[config.mk]
export PLATFORM = sky130hd
export DESIGN_NAME = bit_correlator_flat
export DESIGN_NICKNAME = d
export VERILOG_FILES = /design/src/rtl/bit_correlator_if.sv /design/src/rtl/bit_correlator.sv /design/src/flat_wrapper.sv
export SDC_FILE = /design/constraint.sdc
export NUM_CORES = 1
export LEC_CHECK = 0
export CORE_MARGIN = 1.5
export CORE_UTILIZATION = 50
export DETAILED_ROUTE_END_ITERATION = 8
export MAX_ROUTING_LAYER = met4
export PLACE_DENSITY = 0.78
export SYNTH_ARGS = -nofsm -noshare
export SYNTH_HDL_FRONTEND = slang
export SYNTH_SLANG_ARGS = --single-unit
export TNS_END_PERCENT = 20
[constraint.sdc]
create_clock -name clk -period 7 [get_ports clk]
set_input_delay 0.7 -clock clk [delete_from_list [all_inputs] [get_ports clk]]
set_output_delay 0.7 -clock clk [all_outputs]
set_load 0.1 [all_outputs]
[src/rtl/bit_correlator_if.sv]
// Bus bundle for bit_correlator: serial bit input side plus score/match status.
interface bit_correlator_if #(
   parameter int unsigned SW = 4
);
   logic          bit_in;
   logic          bit_valid;
   logic          clear;
   logic [SW-1:0] score;
   logic          match;
   logic [1:0]    match_cnt;
   logic          sat;

   modport master (
      output bit_in, bit_valid, clear,
      input  score, match, match_cnt, sat
   );

   modport slave (
      input  bit_in, bit_valid, clear,
      output score, match, match_cnt, sat
   );
endinterface

[src/rtl/bit_correlator.sv]
// Serial-bit correlator: slides a PATTERN_LEN-bit window over the bit stream,
// scores each window against PATTERN and counts threshold matches (saturating at 3).
module bit_correlator #(
   parameter int unsigned            PATTERN_LEN = 8,
   parameter logic [PATTERN_LEN-1:0] PATTERN     = 8'b10110010,
   parameter int unsigned            THRESHOLD   = 8
) (
   input logic             clk,
   input logic             rst_n,
   bit_correlator_if.slave bus
);
   localparam int unsigned SW = $clog2(PATTERN_LEN + 1);
   localparam int unsigned FW = $clog2(PATTERN_LEN);

   localparam logic [1:0] ST_FILL = 2'd0;
   localparam logic [1:0] ST_RUN  = 2'd1;
   localparam logic [1:0] ST_SAT  = 2'd2;

   localparam logic [SW-1:0] LEN_SW    = SW'(PATTERN_LEN);
   localparam logic [SW-1:0] THR_SW    = SW'(THRESHOLD);
   localparam logic [FW-1:0] FILL_LAST = FW'(PATTERN_LEN - 1);

   logic [PATTERN_LEN-1:0] r_win;
   logic [FW-1:0]          r_fill;
   logic [1:0]             r_state;
   logic [SW-1:0]          r_score;
   logic                   r_match;
   logic [1:0]             r_cnt;
   logic                   r_sat;

   logic [PATTERN_LEN-1:0] w_win_nxt;
   logic [PATTERN_LEN-1:0] w_diff;
   logic [SW-1:0]          w_miss;
   logic [SW-1:0]          w_nxt_score;
   logic                   w_score_en;
   logic                   w_hit;
   logic [1:0]             w_state_nxt;

   assign w_win_nxt   = {r_win[PATTERN_LEN-2:0], bus.bit_in};
   assign w_diff      = w_win_nxt ^ PATTERN;
   assign w_nxt_score = LEN_SW - w_miss;
   assign w_hit       = w_score_en && (w_nxt_score >= THR_SW);

   // Count disagreeing bits between the candidate window and the reference.
   always_comb begin
      w_miss = '0;
      for (int unsigned i = 0; i < PATTERN_LEN; i++) begin
         w_miss = w_miss + SW'(w_diff[i]);
      end
   end

   // Score this edge when running, or when the bit completing the first fill arrives.
   always_comb begin
      w_score_en = 1'b0;
      if (bus.bit_valid) begin
         w_score_en = (r_state == ST_RUN) || (r_state == ST_SAT) ||
                      ((r_state == ST_FILL) && (r_fill == FILL_LAST));
      end
   end

   // Next-state logic; clear beats a saturating match, unused encoding falls back to FILL.
   always_comb begin
      w_state_nxt = r_state;
      case (r_state)
         ST_FILL: if (bus.bit_valid && (r_fill == FILL_LAST)) w_state_nxt = ST_RUN;
         ST_RUN:  if (!bus.clear && w_hit && (r_cnt == 2'd2)) w_state_nxt = ST_SAT;
         ST_SAT:  if (bus.clear) w_state_nxt = ST_RUN;
         default: w_state_nxt = ST_FILL;
      endcase
   end

   // Window, fill counter, score/match and saturating match counter registers.
   always_ff @(posedge clk) begin
      if (!rst_n) begin
         r_win   <= '0;
         r_fill  <= '0;
         r_state <= ST_FILL;
         r_score <= '0;
         r_match <= 1'b0;
         r_cnt   <= '0;
         r_sat   <= 1'b0;
      end else begin
         r_state <= w_state_nxt;
         r_match <= w_hit;
         if (bus.bit_valid) begin
            r_win <= w_win_nxt;
         end
         if ((r_state == ST_FILL) && bus.bit_valid && (r_fill != FILL_LAST)) begin
            r_fill <= r_fill + 1'b1;
         end else if ((r_state != ST_FILL) && (r_state != ST_RUN) && (r_state != ST_SAT)) begin
            r_fill <= '0;
         end
         if (w_score_en) begin
            r_score <= w_nxt_score;
         end
         if (bus.clear) begin
            r_cnt <= '0;
            r_sat <= 1'b0;
         end else if (w_hit && (r_cnt != 2'd3)) begin
            r_cnt <= r_cnt + 1'b1;
            r_sat <= (r_cnt == 2'd2);
         end
      end
   end

   assign bus.score     = r_score;
   assign bus.match     = r_match;
   assign bus.match_cnt = r_cnt;
   assign bus.sat       = r_sat;
endmodule
[src/flat_wrapper.sv]
// flat-port wrapper written by rule: the top's interface ports become plain ports
module bit_correlator_flat 
#(
   parameter int unsigned            PATTERN_LEN = 8,
   parameter logic [PATTERN_LEN-1:0] PATTERN     = 8'b10110010,
   parameter int unsigned            THRESHOLD   = 8
)
  (clk, rst_n, bus_bit_in, bus_bit_valid, bus_clear, bus_score, bus_match, bus_match_cnt, bus_sat);
  bit_correlator_if bus_i ();
  input logic clk;
  input logic rst_n;
  input wire logic [$bits(bus_i.bit_in)-1:0] bus_bit_in;
  input wire logic [$bits(bus_i.bit_valid)-1:0] bus_bit_valid;
  input wire logic [$bits(bus_i.clear)-1:0] bus_clear;
  output wire logic [$bits(bus_i.score)-1:0] bus_score;
  output wire logic [$bits(bus_i.match)-1:0] bus_match;
  output wire logic [$bits(bus_i.match_cnt)-1:0] bus_match_cnt;
  output wire logic [$bits(bus_i.sat)-1:0] bus_sat;
  assign bus_i.bit_in = bus_bit_in;
  assign bus_i.bit_valid = bus_bit_valid;
  assign bus_i.clear = bus_clear;
  assign bus_score = bus_i.score;
  assign bus_match = bus_i.match;
  assign bus_match_cnt = bus_i.match_cnt;
  assign bus_sat = bus_i.sat;
  bit_correlator #(.PATTERN_LEN(PATTERN_LEN), .PATTERN(PATTERN), .THRESHOLD(THRESHOLD)) u_core (.clk(clk), .rst_n(rst_n), .bus(bus_i));
endmodule
==> results of run 1 <==
[placed cells by master (no fill, tap or decap), types with 3 or more instances in the layout]
cell type,n
clkdlybuf4s50_1,12
nor2b_1,16
mux2i_1,14
inv_1,10
nor2_1,5
dfxtp_1,20
ha_1,12
clkbuf_4,3
fa_1,4
[worst reg2reg max path, cell delays in order, from the launching register on]
cell	delay (ps)
dfxtp_1	380
inv_1	70
fa_1	500
fa_1	430
ha_1	230
fa_1	510
ha_1	160
ha_1	230
nand4bb_1	130
nor4b_2	350
o221ai_1	170
o31ai_1	110
[cell families (layout without fill, tap and decap cells)]
group                    Yosys count  count (layout)  synth area share
XOR/XNOR                           1               1           0.00792
AND/OR/NAND/NOR                   35              35             0.206
adder cells (fa/ha/maj)           16              16             0.208
buffers and inverters             13              26            0.0543
multiplexers                      14              14             0.127
AO/OA/AOI/OAI                      6               6            0.0351
flip-flops                        20              20             0.362
[sequential cells by signal, summed over array words and instances, names as in the netlist]
name / count
u_core.bus.match: 1
u_core.bus.match_cnt: 2
u_core.bus.sat: 1
u_core.bus.score: 4
u_core.r_fill: 3
u_core.r_state: 2
u_core.r_win: 7
[power groups by stage]
stage | clock network (mW) | logic, mW | registers, mW
finish | 0.0941 | 0.0255 | 0.117
global route | 0.101 | 0.0288 | 0.117
CTS | 0.0974 | 0.0259 | 0.117
detailed placement | 0 | 0.0255 | 0.119
global placement | 0 | 0.0254 | 0.119
floorplan | 0 | 0.0185 | 0.120
[area by class of cell]
class,count,area share
clock inverters,1,0.0233
inverters,10,0.0291
flip-flops and latches,20,0.310
well taps,27,0.0262
repair buffers,12,0.0931
clock buffers,3,0.0175
multi-input cells,72,0.500
[path summary, 6_finish.rpt]
path,startpoint,end,slack [ps],cells after the start
setup / recovery,bus_bit_in,u_core.r_state[0],3120,12
hold / removal,u_core.bus.sat,u_core.bus.sat,520,2
setup reg to reg,u_core.r_win[1],u_core.r_state[0],3660,11
hold reg to reg,u_core.bus.sat,u_core.bus.sat,520,2
[per-stage QoR]
step                instance area, sq um  power (mW)  hold WS [ps]  utilization  std cells
floorplan                           1110       0.138           469            -        105
detailed placement                  1240       0.145           503        0.612        141
global placement                    1240       0.145           480        0.612        141
global route                        1290       0.247           538        0.638        145
CTS                                 1290       0.240           522        0.638        145
finish                              1290       0.236           518        0.638        145
[metal layers]
metal	GRT usage	vias to the layer above	wire length, microns
met5	-	-	0
met4	0.0972	0	37
met3	0.0364	5	54
met2	0.261	12	766
met1	0.214	332	878
li1	-	371	-
==> results.md, run 1 <==
* Status: finished, final reports clean
* Multi-input logic area at between 600 and 700 sq um
* Pre-antenna DRT Iters at 2
* Top-Level Pins at 13
* Routed len/inst at between 10 and 15 microns
* Synth Net Count at 126
* Placer Congestion at 0.770
* Peak Freq at approximately 260 MHz
* First-pass GRT wire length at approximately 3.2 mm
* Port Buffers at 12
* Die W at about 50 microns
* Initial Utilization at 0.547
* Area Overhead vs Synth at 16.6%
* Post-DP HPWL at ~1.3 mm
* Die height at between 50 and 60 microns
* Syn Inst Count at 105
* Synth top area cells: dfxtp_1, ha_1, mux2i_1, nor2b_1, fa_1
* Final Hold Fails at 0
* Post-CTS Resized at 0
* Worst-path cell chain: clkdlybuf4s50_1 > inv_1 > fa_1 > fa_1 > ha_1 > fa_1 > ha_1 > ha_1 > nand4bb_1 > nor4b_2 > o221ai_1 > o31ai_1
* Die area at ~0.0025 sq mm
* Drt initial violations at 13
* GRT Total Usage at 0.173
* Clock Sink Count at 20
* DR vias at 720
* Worst path arrival time at between 4000 and 5000 ps
* Synth top area share at 0.362
* Sequential area share after synthesis at 0.362
* Post-route ant nets at 0
* Max cap viols at 0
* Largest net degree at the start of global routing at 20
* Synth Warn # at 0
* Slew @ Worst Pin at between 900 and 1000 ps
* Initial antenna violation count at 0
* Fill count at 177
* Post-route clock skew at approximately 3.4 ps
* Critical Path End Type: flop
* Post-Synthesis Cell Area at approximately 0.0011 sq mm
* Number of synthesized flops with an enable pin at 0
* Clock Latency Late Sink at 300 ps
* TNS Setup at 0 ps
* Data required time of the critical path at approximately 7200 ps
* Core box area at 0.00202 sq mm
* Startpoint Class: input pin
* TritonCTS Buffers at 3
* Reg area at 400 sq um
* Crit share post-route at 0.555
* RSZ-0062 raised after global routing: no
* Post-synth cell types at 27
* Vias per std cell at between 4 and 5
* Layout cells sized above 1 at 0.0593
* Sequential power share at 0.494
* Hold Crit Class: flop to flop
* Clk slew on worst S/H paths at 110 ps
* Place WS at approximately 2800 ps
* Syn_area_per_cell at about 11 sq um
* TritonCTS clock tree: built
* FFs w/ async S/R, synth at 0
* Comb pwr share at 0.108
* Post-synth top cells: dfxtp_1, nor2b_1, mux2i_1
* Total grt overflow at 0
* Crit path max-delay family: adder cells
* Final min period at between 3000 and 4000 ps
* Leak pwr at ~0.55 nW
* Post-synthesis register bit count at 20
* Clk buf depth at 2
* Drt drc at 0
* Routed WL at roughly 1.7 mm
* Worst setup margin at about 3100 ps
* Crit path max fanout at 3
* Root buf cell: clkbuf_4
* Slew Limit Fails at 0
* Final setup viols at 0
* # diodes at 0
* Hold_buf cts at 0
* Buf/Inv on CP at 2
* # rows at 16
* Rel. slew slack at 0.351
* PD cells at between 150 and 200 mW/mm^2
* Fin nets at 140
* Setup Fix Bufs, Post-CTS at 0
* Critical Path Max Stage Delay at 550 ps
* Clk network pwr share at 0.398
* Most used DFF post-synth: dfxtp_1
* Post-synth top area cell: dfxtp_1
* Switching power total at 50.1 uW
* Setup Crit Path Kind: input pin to flop
* VDD IR max at about 130 uV
* CTS H-Tree Depth at 1
* Pint at 186 uW
* Sw frac at 0.212
* Most frequent cell after synthesis: dfxtp_1
* Number of global-route vias before repair at 764
* CP max-delay cell: fa_1
No activity file was read; power rests on OpenSTA's default activity.
==> run 2, diff against run 1 <==
==> constraint.sdc (replaced) <==
create_clock -name clk -period 3.83 [get_ports clk]
set_input_delay 0.383 -clock clk [delete_from_list [all_inputs] [get_ports clk]]
set_output_delay 0.383 -clock clk [all_outputs]
set_load 0.1 [all_outputs]
==> run 2 against run 1 <==
  * Global-route usage is 0.065 points higher
  * Combinational power grew 85%
  * Register-to-register slack worse by 3200 ps
  * Die area unchanged
  * Critical endpoint unchanged
  * Largest cell class unchanged
==> results.md, run 2 (same netlist as run 1, synthesis figures left out) <==
* Status: finished, final reports clean
* Final core utilization at 0.638
* Total grt overflow at 0
* Leak pwr at between 0.5 and 0.6 nW
* Worst setup margin at about 240 ps
* Total power at ~430 uW
* Clock Sink Count at 20
* Hold_buf cts at 0
* Final min period at 3590 ps
* Clk buf depth at 2
* Worst R2R Start: u_core.r_win[1]
* Clk slew on worst S/H paths at 110 ps
* Min-Delay Path Depth at 2
* Sw frac at 0.210
* # rows at 16
* Worst R2R Path Depth at 11
* Top reg by flops: u_core.r_win
* Startpoint Class: input pin
* Comb pwr share at 0.109
* Post-DP HPWL at 1.31 mm
* Drt initial violations at 9
* Final setup viols at 0
* Hold path startpoint: u_core.bus.sat
* Routed len/inst at about 12 microns
* Placer Congestion at between 0.7 and 0.8
* Vias per std cell at 5.00
* Max cap viols at 0
* PD cells at around 330 mW/mm^2
* Worst R2R Setup Slack at between 400 and 500 ps
* Number of global-route vias before repair at about 770
* Largest register FFs at 7
* Layout cells sized above 1 at 0.0593
* Fin nets at 140
* Setup Fix Bufs, Post-CTS at 0
* Hold Crit Class: flop to flop
* Clk network pwr share at 0.396
* Die W at roughly 50 microns
* Commonest non-fill, non-tap cell in the layout: dfxtp_1
* Final instance area at roughly 0.0013 sq mm
* Worst path arrival time at roughly 3800 ps
* TritonCTS clock tree: built
* GRT Total Usage at 0.174
* Critical Path End Type: flop
* Post-route clock skew at between 3 and 4 ps
* Die area at between 0.002 and 0.003 sq mm
* Most frequent cells in the layout: dfxtp_1, nor2b_1, mux2i_1
* Post-CTS Resized at 0
* Switching power total at slightly above 90 uW
* Die height at ~50 microns
* Fin Hold WS at around 520 ps
* Peak Freq at 279 MHz
* Top-Level Pins at 13
* Pint at 341 uW
* Sequential power share at 0.495
* Core box area at 0.00202 sq mm
* Routed WL at 1.71 mm
* DR vias at 725
* Data required time of the critical path at approximately 4100 ps
* Crit path max fanout at 3
* Area Overhead vs Synth at 16.6%
* Rel. slew slack at 0.352
* Setup Crit Path Kind: input pin to flop
* Post-route ant nets at 0
* # diodes at 0
* Fill count at about 170
* Largest net degree at the start of global routing at 20
* Clock Latency Late Sink at approximately 300 ps
* Port Buffers at 12
* Initial antenna violation count at 0
* TritonCTS Buffers at 3
* First-pass GRT wire length at about 3.3 mm
* Slew @ Worst Pin at around 970 ps
* Place WS at -46.8 ps
* Initial Utilization at 0.547
* VDD IR max at roughly 220 uV
* Root buf cell: clkbuf_4
* Slew Limit Fails at 0
* Drt drc at 0
* Crit share post-route at 0.937
* Final Hold Fails at 0
* Pre-antenna DRT Iters at 2
* Placed inst area at roughly 0.0012 sq mm
* CTS H-Tree Depth at 1
* R2R Path End: u_core.r_state[0]
* Hold Path End: u_core.bus.sat
* RSZ-0062 raised after global routing: no
==> run 2: cell type report <==
class / count / area (sq um) / share of cell area
Multi-Input combinational cell: 72 / 646 / 0.500
Sequential cell: 20 / 400 / 0.310
Timing Repair Buffer: 12 / 120 / 0.0931
Inverter: 10 / 37.5 / 0.0291
Tap cell: 27 / 33.8 / 0.0262
Clock inverter: 1 / 30.0 / 0.0233
Clock buffer: 3 / 22.5 / 0.0175
==> run 2: per-layer routing <==
layer	up-vias	GRT usage	routed length (microns)
met5	-	-	0
met4	0	0.0648	23
met3	5	0.0394	62
met2	12	0.261	770
met1	336	0.228	855
li1	372	-	-
==> run 2: power by group through the flow <==
| stage | Combinational [mW] | Sequential, mW | Clock (mW) |
|---|---|---|---|
| global placement | 0.0465 | 0.218 | 0 |
| finish | 0.0472 | 0.214 | 0.171 |
| global route | 0.0539 | 0.214 | 0.183 |
| floorplan | 0.0338 | 0.219 | 0 |
| detailed placement | 0.0468 | 0.218 | 0 |
| CTS | 0.0475 | 0.214 | 0.175 |
==> run 2: how the worst max path moves through the flow <==
stage / from / endpoint / slack (ps) / cells past startpoint
floorplan: bus_bit_in / u_core.r_state[0] / 660 / 11
global placement: bus_bit_in / u_core.r_state[0] / 80 / 12
global route: bus_bit_in / u_core.r_state[0] / 30 / 12
finish: bus_bit_in / u_core.r_state[0] / 240 / 12
CTS: bus_bit_in / u_core.r_state[0] / 260 / 12
detailed placement: bus_bit_in / u_core.r_state[0] / -50 / 12
==> run 2: stage by stage <==
step	setup TNS (ps)	instances
6_report	0	145
5_1_grt	0	145
4_1_cts	0	145
3_5_place_dp	-61.3	141
3_3_place_gp	0	141
2_1_floorplan	0	105
==> run 2: critical path, stage by stage <==
cell and delay (ps):
clkdlybuf4s50_1 480, inv_1 60, fa_1 550, fa_1 430, ha_1 230, fa_1 510, ha_1 170, ha_1 240
nand4bb_1 130, nor4b_2 350, o221ai_1 170, o31ai_1 100
==> run 3, diff against run 2 <==
--- a/config.mk
+++ b/config.mk
@@ -10,6 +10,7 @@
 export DETAILED_ROUTE_END_ITERATION = 8
 export MAX_ROUTING_LAYER = met4
 export PLACE_DENSITY = 0.78
+export SKIP_LAST_GASP = 1
 export SYNTH_ARGS = -nofsm -noshare
 export SYNTH_HDL_FRONTEND = slang
 export SYNTH_SLANG_ARGS = --single-unit
==> results of run 3 <==
No change in the layout: final DEF, timing and power equal those of run 2.
